## src/rtl/alu_operand_sequencer.sv

```systemverilog
// Operand sequencer for a combinational ALU: register file, IDLE/EXEC/WB FSM and writeback.
// Optional build macro X0_HARDWIRED_EN makes register 0 read as zero and ignore writes.
module alu_operand_sequencer #(
  parameter int DATA_WIDTH = 32,
  parameter int ADDR_WIDTH = 5
) (
  input  logic                  clk,
  input  logic                  rst_n,
  input  logic                  instr_valid,
  output logic                  instr_ready,
  input  logic [ADDR_WIDTH-1:0] rs1,
  input  logic [ADDR_WIDTH-1:0] rs2,
  input  logic [ADDR_WIDTH-1:0] rd,
  input  logic [DATA_WIDTH-1:0] imm,
  input  logic                  use_imm,
  input  logic                  op_sel,
  output logic                  ALUctrl,
  output logic [DATA_WIDTH-1:0] ALUop1,
  output logic [DATA_WIDTH-1:0] ALUop2,
  input  logic [DATA_WIDTH-1:0] ALUout,
  input  logic                  EQ,
  output logic                  done,
  output logic [DATA_WIDTH-1:0] result,
  output logic                  eq_flag,
  output logic [DATA_WIDTH-1:0] a0
);

  // state | meaning
  // IDLE  | ready for an instruction, fields latched on handshake
  // EXEC  | operands on the ALU bus, result/EQ captured at end of cycle
  // WB    | result written to rd, done pulses
  typedef enum logic [1:0] {IDLE = 2'd0, EXEC = 2'd1, WB = 2'd2} state_t;

  localparam int DEPTH = 2 ** ADDR_WIDTH;
  localparam logic [ADDR_WIDTH-1:0] A0_IDX = ADDR_WIDTH'(10);

  state_t                state_q;
  logic [DATA_WIDTH-1:0] rf_q [DEPTH];
  logic [ADDR_WIDTH-1:0] rs1_q, rs2_q, rd_q;
  logic [DATA_WIDTH-1:0] imm_q;
  logic                  use_imm_q, op_sel_q;
  logic                  ready_q, done_q, eq_q;
  logic [DATA_WIDTH-1:0] result_q;

  logic [DATA_WIDTH-1:0] rs1_val, rs2_val;
  logic                  wr_allowed;

  always_comb begin
    rs1_val = rf_q[rs1_q];
    rs2_val = rf_q[rs2_q];
`ifdef X0_HARDWIRED_EN
    if (rs1_q == '0) rs1_val = '0;
    if (rs2_q == '0) rs2_val = '0;
    wr_allowed = (rd_q != '0);
`else
    wr_allowed = 1'b1;
`endif
  end

  // ALU bus is only live during EXEC so the ALU sees quiet inputs otherwise.
  always_comb begin
    ALUop1  = '0;
    ALUop2  = '0;
    ALUctrl = 1'b0;
    if (state_q == EXEC) begin
      ALUop1  = rs1_val;
      ALUop2  = use_imm_q ? imm_q : rs2_val;
      ALUctrl = op_sel_q;
    end
  end

  always_ff @(posedge clk or negedge rst_n) begin
    if (!rst_n) begin
      state_q   <= IDLE;
      for (int i = 0; i < DEPTH; i++) rf_q[i] <= '0;
      rs1_q     <= '0;
      rs2_q     <= '0;
      rd_q      <= '0;
      imm_q     <= '0;
      use_imm_q <= 1'b0;
      op_sel_q  <= 1'b0;
      ready_q   <= 1'b1;
      done_q    <= 1'b0;
      eq_q      <= 1'b0;
      result_q  <= '0;
    end else begin
      case (state_q)
        IDLE: begin
          if (instr_valid) begin
            rs1_q     <= rs1;
            rs2_q     <= rs2;
            rd_q      <= rd;
            imm_q     <= imm;
            use_imm_q <= use_imm;
            op_sel_q  <= op_sel;
            ready_q   <= 1'b0;
            state_q   <= EXEC;
          end
        end
        EXEC: begin
          result_q <= ALUout;
          eq_q     <= EQ;
          done_q   <= 1'b1;
          state_q  <= WB;
        end
        WB: begin
          if (wr_allowed) rf_q[rd_q] <= result_q;
          done_q  <= 1'b0;
          ready_q <= 1'b1;
          state_q <= IDLE;
        end
        default: begin
          done_q  <= 1'b0;
          ready_q <= 1'b1;
          state_q <= IDLE;
        end
      endcase
    end
  end

  assign instr_ready = ready_q;
  assign done        = done_q;
  assign result      = result_q;
  assign eq_flag     = eq_q;
  assign a0          = rf_q[A0_IDX];

endmodule

```

## config.mk

```make
export PLATFORM = sky130hd
export DESIGN_NAME = alu_operand_sequencer
export DESIGN_NICKNAME = d
export VERILOG_FILES = /design/src/rtl/alu_operand_sequencer.sv
export SDC_FILE = /design/constraint.sdc
export NUM_CORES = 2
export LEC_CHECK = 0
export BUFFER_PORTS_ARGS = -buffer_cell sky130_fd_sc_hd__buf_2
export CAP_MARGIN = 25
export CORE_ASPECT_RATIO = 0.9
export CORE_MARGIN = 3
export CORE_UTILIZATION = 51
export DETAILED_ROUTE_END_ITERATION = 10
export GPL_ROUTABILITY_DRIVEN = 1
export PLACE_DENSITY_LB_ADDON = 0.1
export SYNTH_ARGS = -nofsm -noshare
export SYNTH_HDL_FRONTEND = slang
export SYNTH_SLANG_ARGS = --single-unit
```

## constraint.sdc

```tcl
create_clock -name clk -period 1.65 [get_ports clk]
set_input_delay 0 -clock clk [delete_from_list [all_inputs] [get_ports clk]]
set_output_delay 0 -clock clk [all_outputs]
set_load 0.01 [all_outputs]
```

Word-level counts from Yosys, hierarchy flattened --
Index checks and enable logic that the tools add are counted.
Operators by class: order comparisons 4, eq/ne operators 3, mux-type cells 18, bitwise logic cells 4, reductions and logical operators 4
Operators with widths (count):
- bitwise mux 1024 bit | 1
- binary-select mux 32 bit (select 5 bit) | 2
- 2-to-1 mux 32 bit | 8
- demux 32 bit (select 5 bit) | 1
- >= comparator 6 bit (second input constant) | 3
- NOT 5 -> 6 bit | 3
- less-than comparator 6 x 1 -> 1 bit (second input constant) | 1
- one-hot mux 1 bit (2 select lines) | 2
- one-hot mux 2 bit (2 select lines) | 1
- AND reduction 2 bit | 2
- equality test 2 x 1 -> 1 bit (second input constant) | 1
- equality test 2 bit (second input constant) | 1
- zero test 2 bit | 1
- 2-to-1 mux 1 bit | 2
- 2-to-1 mux 2 bit | 1
- != test 2 bit (second input constant) | 1
- logical AND 1 bit | 1
- NOT 1 bit | 1
Word-level totals: flip-flop bits (word level) 1110, bits of input ports 85, output and inout bits 132, logic and storage cells 76

Longest topological paths before layout --
depth after elaboration 6, mapped depth 9, mapped depth without buffers 4

Worst setup path before layout --
No wires, ideal clock.
path kind register -> register, from reg state_q[0], to reg rf_q[10] (netlist name), library setup time 0.125 ns, arrival 1.625 ns, data required time 1.525 ns, setup slack -0.100 ns, cell stages (with the launch flop) 6, buffers on the path 1, period minus slack after synthesis 1.750 ns, path through dfrtp_1 -> nand3b_1 -> or2_1 -> nor2_2 -> buf_4 -> mux2_2
On the way: longest elaborated chain between the ends 1
RTL lines:
- start: declaration | RTL line 37 | state_t state_q;
- start signal: assignment | RTL line 74 | state_q <= IDLE;
- start signal: assignment | RTL line 97 | state_q <= EXEC;
- start signal: assignment | RTL line 104 | state_q <= WB;
- equality test 2 bit | RTL line 87 | case (state_q)
- end signal: indexed assignment | RTL line 107 | if (wr_allowed) rf_q[rd_q] <= result_q;
- end: declaration | RTL line 38 | logic [DATA_WIDTH-1:0] rf_q [DEPTH];
No other way between the ends. A chain may end at the register's enable or synchronous reset.

Final worst setup path --
from reg rs1_q[0], to out ALUop1[12]
On the way: longest elaborated chain between the ends 5
RTL lines:
- start: declaration | RTL line 39 | logic [ADDR_WIDTH-1:0] rs1_q, rs2_q, rd_q;
- start signal: assignment | RTL line 90 | rs1_q <= rs1;
- NOT 5 -> 6 bit (implied by the code) | RTL line 49 | rs1_val = rf_q[rs1_q];
- binary-select mux 32 bit (select 5 bit) | RTL line 49
- 2-to-1 mux 32 bit (implied by the code) (2 in a row) | RTL line 49
- 2-to-1 mux 32 bit | RTL line 65 | if (state_q == EXEC) begin
- end: declaration | RTL line 18 | output logic [DATA_WIDTH-1:0] ALUop1,
No other way between the ends. The select of a mux whose other input is x is not followed.

==> key figures <==
Logic synthesis
  – Mapped Nets: 4322
  – Dominant synthesized flop cell: dfrtp_1
  – Post-synth top area share: 0.463
  – Cells after synthesis: 4237
  – Synth Cell Area: 0.0599 mm2
  – Number of synthesized flops with an enable pin: 0
  – Most area-hungry cell type in the Yosys netlist: dfrtp_1
  – Top area cells in the synthesized netlist: dfrtp_1 (46%), mux2_2 (20%), mux4_2 (14%)
  – Sequential share of the synthesized area: 0.463
  – Async S/R FF share, synth: 1.00
  – Avg Cell Area, Syn: 14.1 um2
  – Synthesis-stage register bit count: 1110
  – Netlist cell types: 43
  – Syn. warnings: 0

CTS
  – H-tree depth: 3
  – Clk sinks: 1110
  – Worst-Skew Late Latency: 770 ps
  – Reg clk slew, reported paths: 60 ps
  – Clk buf depth: 3
  – CTS tree: yes
  – Num CTS Buffers: 120
  – Root Driver: clkbuf_16

Critical path
  – Flop-to-flop setup slack: -690 ps
  – Worst EP arrival: 3150 ps
  – Critical path's slowest cell: dfrtp_4
  – Most frequent CP cell: buf_4
  – Reg2Reg Depth: 10
  – Worst setup path end: ALUop1[12]
  – Crit start category: flip-flop
  – Worst flop-to-flop path endpoint: rf_q[230]$_DFFE_PN0P_
  – Crit path launch: rs1_q[0]$_DFFE_PN0P_
  – Crit. End Element: output port
  – CP required: 1650 ps
  – CP peak stage delay: 570 ps
  – Critical path peak fanout: 8
  – CP cell instances: buf_12 > buf_16 > buf_6 > nor2b_4 > buf_4 > a22oi_1 > a21oi_4 > a2111oi_2 > buf_4 > buf_2
  – RR Startpoint: state_q[0]$_DFFE_PN0N_
  – Setup CP Type: flip-flop to output port

Drt
  – Drt pass-1 iters: 6
  – WL final: 224 mm
  – Post-route antenna net violation count: 0
  – Routed WL per cell: 32.1 um
  – Via count: 45000
  – Residual DRC: 0
  – Initial drt markers: 5091
  – Via/cell ratio: 6.44

Layout
  – Final Non-Filler Cells: 6979
  – Most common library cell in the layout ignoring fill and taps: dfrtp_1
  – Nets: 5403
  – Most frequent cells in the layout: dfrtp_1 (1100), mux2_2 (723), buf_4 (657), mux4_2 (378), mux2_4 (346)
  – Layout cells sized above 1: 0.600
  – P&R area growth vs syn: 36.7%

STA
  – Min Tclk post-route: 3150 ps
  – Fin. Hold Viols: 0
  – Final WS setup: -1500 ps
  – Max Slew Vio Count: 0
  – Final Skew: 27.8 ps
  – # setup viols final: 1118
  – RSZ-0062 raised after global routing: true
  – Fin crit share: 1.91
  – Worst-margin pin slew: 611 ps
  – F_max: 0.318 GHz
  – Slew Limit Headroom: 0.593

Power and ir drop
  – Comb pwr share: 0.446
  – Peak VDD IR: 1.00 mV
  – Power per Cell Area: 1580 mW/mm2
  – Power share of the sequential group: 0.325
  – Sw Pwr: 45.5 mW
  – Internal cell power: 84.2 mW
  – Clock share of power: 0.229
  – LEAKAGE: 38.2 nW
  – Final Power: 130 mW
  – Sw frac: 0.351

Global routing
  – Initial antenna violation count: 4
  – First-pass GRT wire length: 315 mm
  – Total gr overflow: 0
  – Largest net degree at the start of global routing: 90
  – Vias in the first global route: 44700
  – Tot GR Track Use: 0.349

Floorplanning
  – Die Span Y: 331 um
  – Ports: 217
  – Full die area: 0.122 mm2
  – Initial Util: 0.517
  – Core area: 0.116 mm2
  – Die X: 367 um
  – Cell row count: 118

Place
  – Input/output buffers: 216
  – Placed instance count: 6445
  – GPL Wtd Cong: 0.901
  – Post-DP HPWL: 143 mm

Run status
  – Status: finished, violations left
  – Failing checks: negative setup slack

Run
  – MaxCap Viol Count: 0

Worst hold path
  – HP Class: primary input to flip-flop
==> layout make-up <==
class	count	area, um2
Antenna cell	4	10.0
Inverter	34	140
Timing Repair Buffer	1422	15100
Fill cell	7635	34000
Tap cell	1560	1950
Multi-Input combinational cell	2630	32600
Clock buffer	159	3340
Sequential cell	1110	27800
Clock inverter	60	953
==> logic make-up (layout without fill, tap and decap cells) <==
group                  count (synthesis)  in the layout  share of synthesized area
buffers and inverters                497           1675                     0.0463
AND/OR/NAND/NOR                      373            373                     0.0281
flip-flops                          1110           1110                      0.463
multiplexers                        1808           1808                      0.406
AO/OA/AOI/OAI                        449            449                     0.0566
other                                  0              4                          0
==> synthesized netlist by cell type, types with 45 or more instances <==
master    count
a21oi_1      64
buf_2       163
a22oi_1     128
mux4_2      376
nand2_1     247
clkbuf_1    168
mux2_1       45
mux2_2     1059
o21ai_0      70
buf_4        68
dfrtp_1    1109
mux2i_1     320
==> flip-flops by register name, indices dropped and copies added (netlist names), 2 cells and up <==
name,flops
a0,32
imm_q,32
rd_q,5
result,32
rf_q,992
rs1_q,5
rs2_q,5
state_q,2
==> routing by layer <==
| layer | up-vias | routed length (um) | global-route usage |
|---|---|---|---|
| met2 | 2263 | 98100 | 0.502 |
| met1 | 24100 | 95600 | 0.521 |
| met4 | 2 | 7750 | 0.0970 |
| li1 | 18200 | - | - |
| met5 | - | 13 | 0 |
| met3 | 427 | 22500 | 0.0969 |
==> power by group through the flow <==
stage,clock [mW],sequential [mW],combinational [mW]
after floorplan,0,40.1,29.2
after global placement,0,41.8,48.3
after detailed placement,0,42.0,49.0
after CTS,30.0,41.7,54.6
after global routing,31.0,43.0,60.4
final,29.7,42.2,57.9
==> per-stage QoR <==
step | TNS, ps | worst slack [ps] | hold slack (ps) | util | instance area, um2
CTS | -561190 | -1520 | 3.53 | 0.684 | 79300
floorplan | -24490 | -89.3 | -296 | - | 60800
global placement | -304610 | -996 | -92.4 | 0.605 | 70200
detailed placement | -323700 | -1050 | -93.8 | 0.605 | 70200
finish | -651650 | -1500 | 36.4 | 0.707 | 81900
global route | -691290 | -1570 | 27.4 | 0.707 | 81900
==> what timing repair did <==
item / CTS / global route
endpoints found under the setup margin: 1108 / 1126
pin swaps: 112 / 89
hold buffers: 145 / 0
hold endpoints to repair: 1194 / 0
cloned: 24 / 39
gates resized for setup: 467 / 332
buffers inserted: 84 / 54
==> worst max-delay path: cells and delay by family, from the launching register on <==
kind | cells | cell delay (ps)
buffers and inverters | 6 | 970
DFF | 1 | 570
AOI/OAI and AO/OA | 3 | 500
and+or+nand+nor | 1 | 340
==> how the worst min path moves through the flow <==
| stage | from | to | slack [ps] | cells after the start |
|---|---|---|---|---|
| floorplan | rst_n | a0[0]$_DFFE_PN0P_ | -300 | 0 |
| global placement | rst_n | a0[3]$_DFFE_PN0P_ | -90 | 1 |
| detailed placement | rst_n | a0[3]$_DFFE_PN0P_ | -90 | 1 |
| CTS | imm[16] | imm_q[16]$_DFFE_PN0P_ | 4 | 4 |
| global route | imm[31] | imm_q[31]$_DFFE_PN0P_ | 30 | 4 |
| finish | imm[20] | imm_q[20]$_DFFE_PN0P_ | 40 | 4 |
No activity file was read; power rests on OpenSTA's default activity.
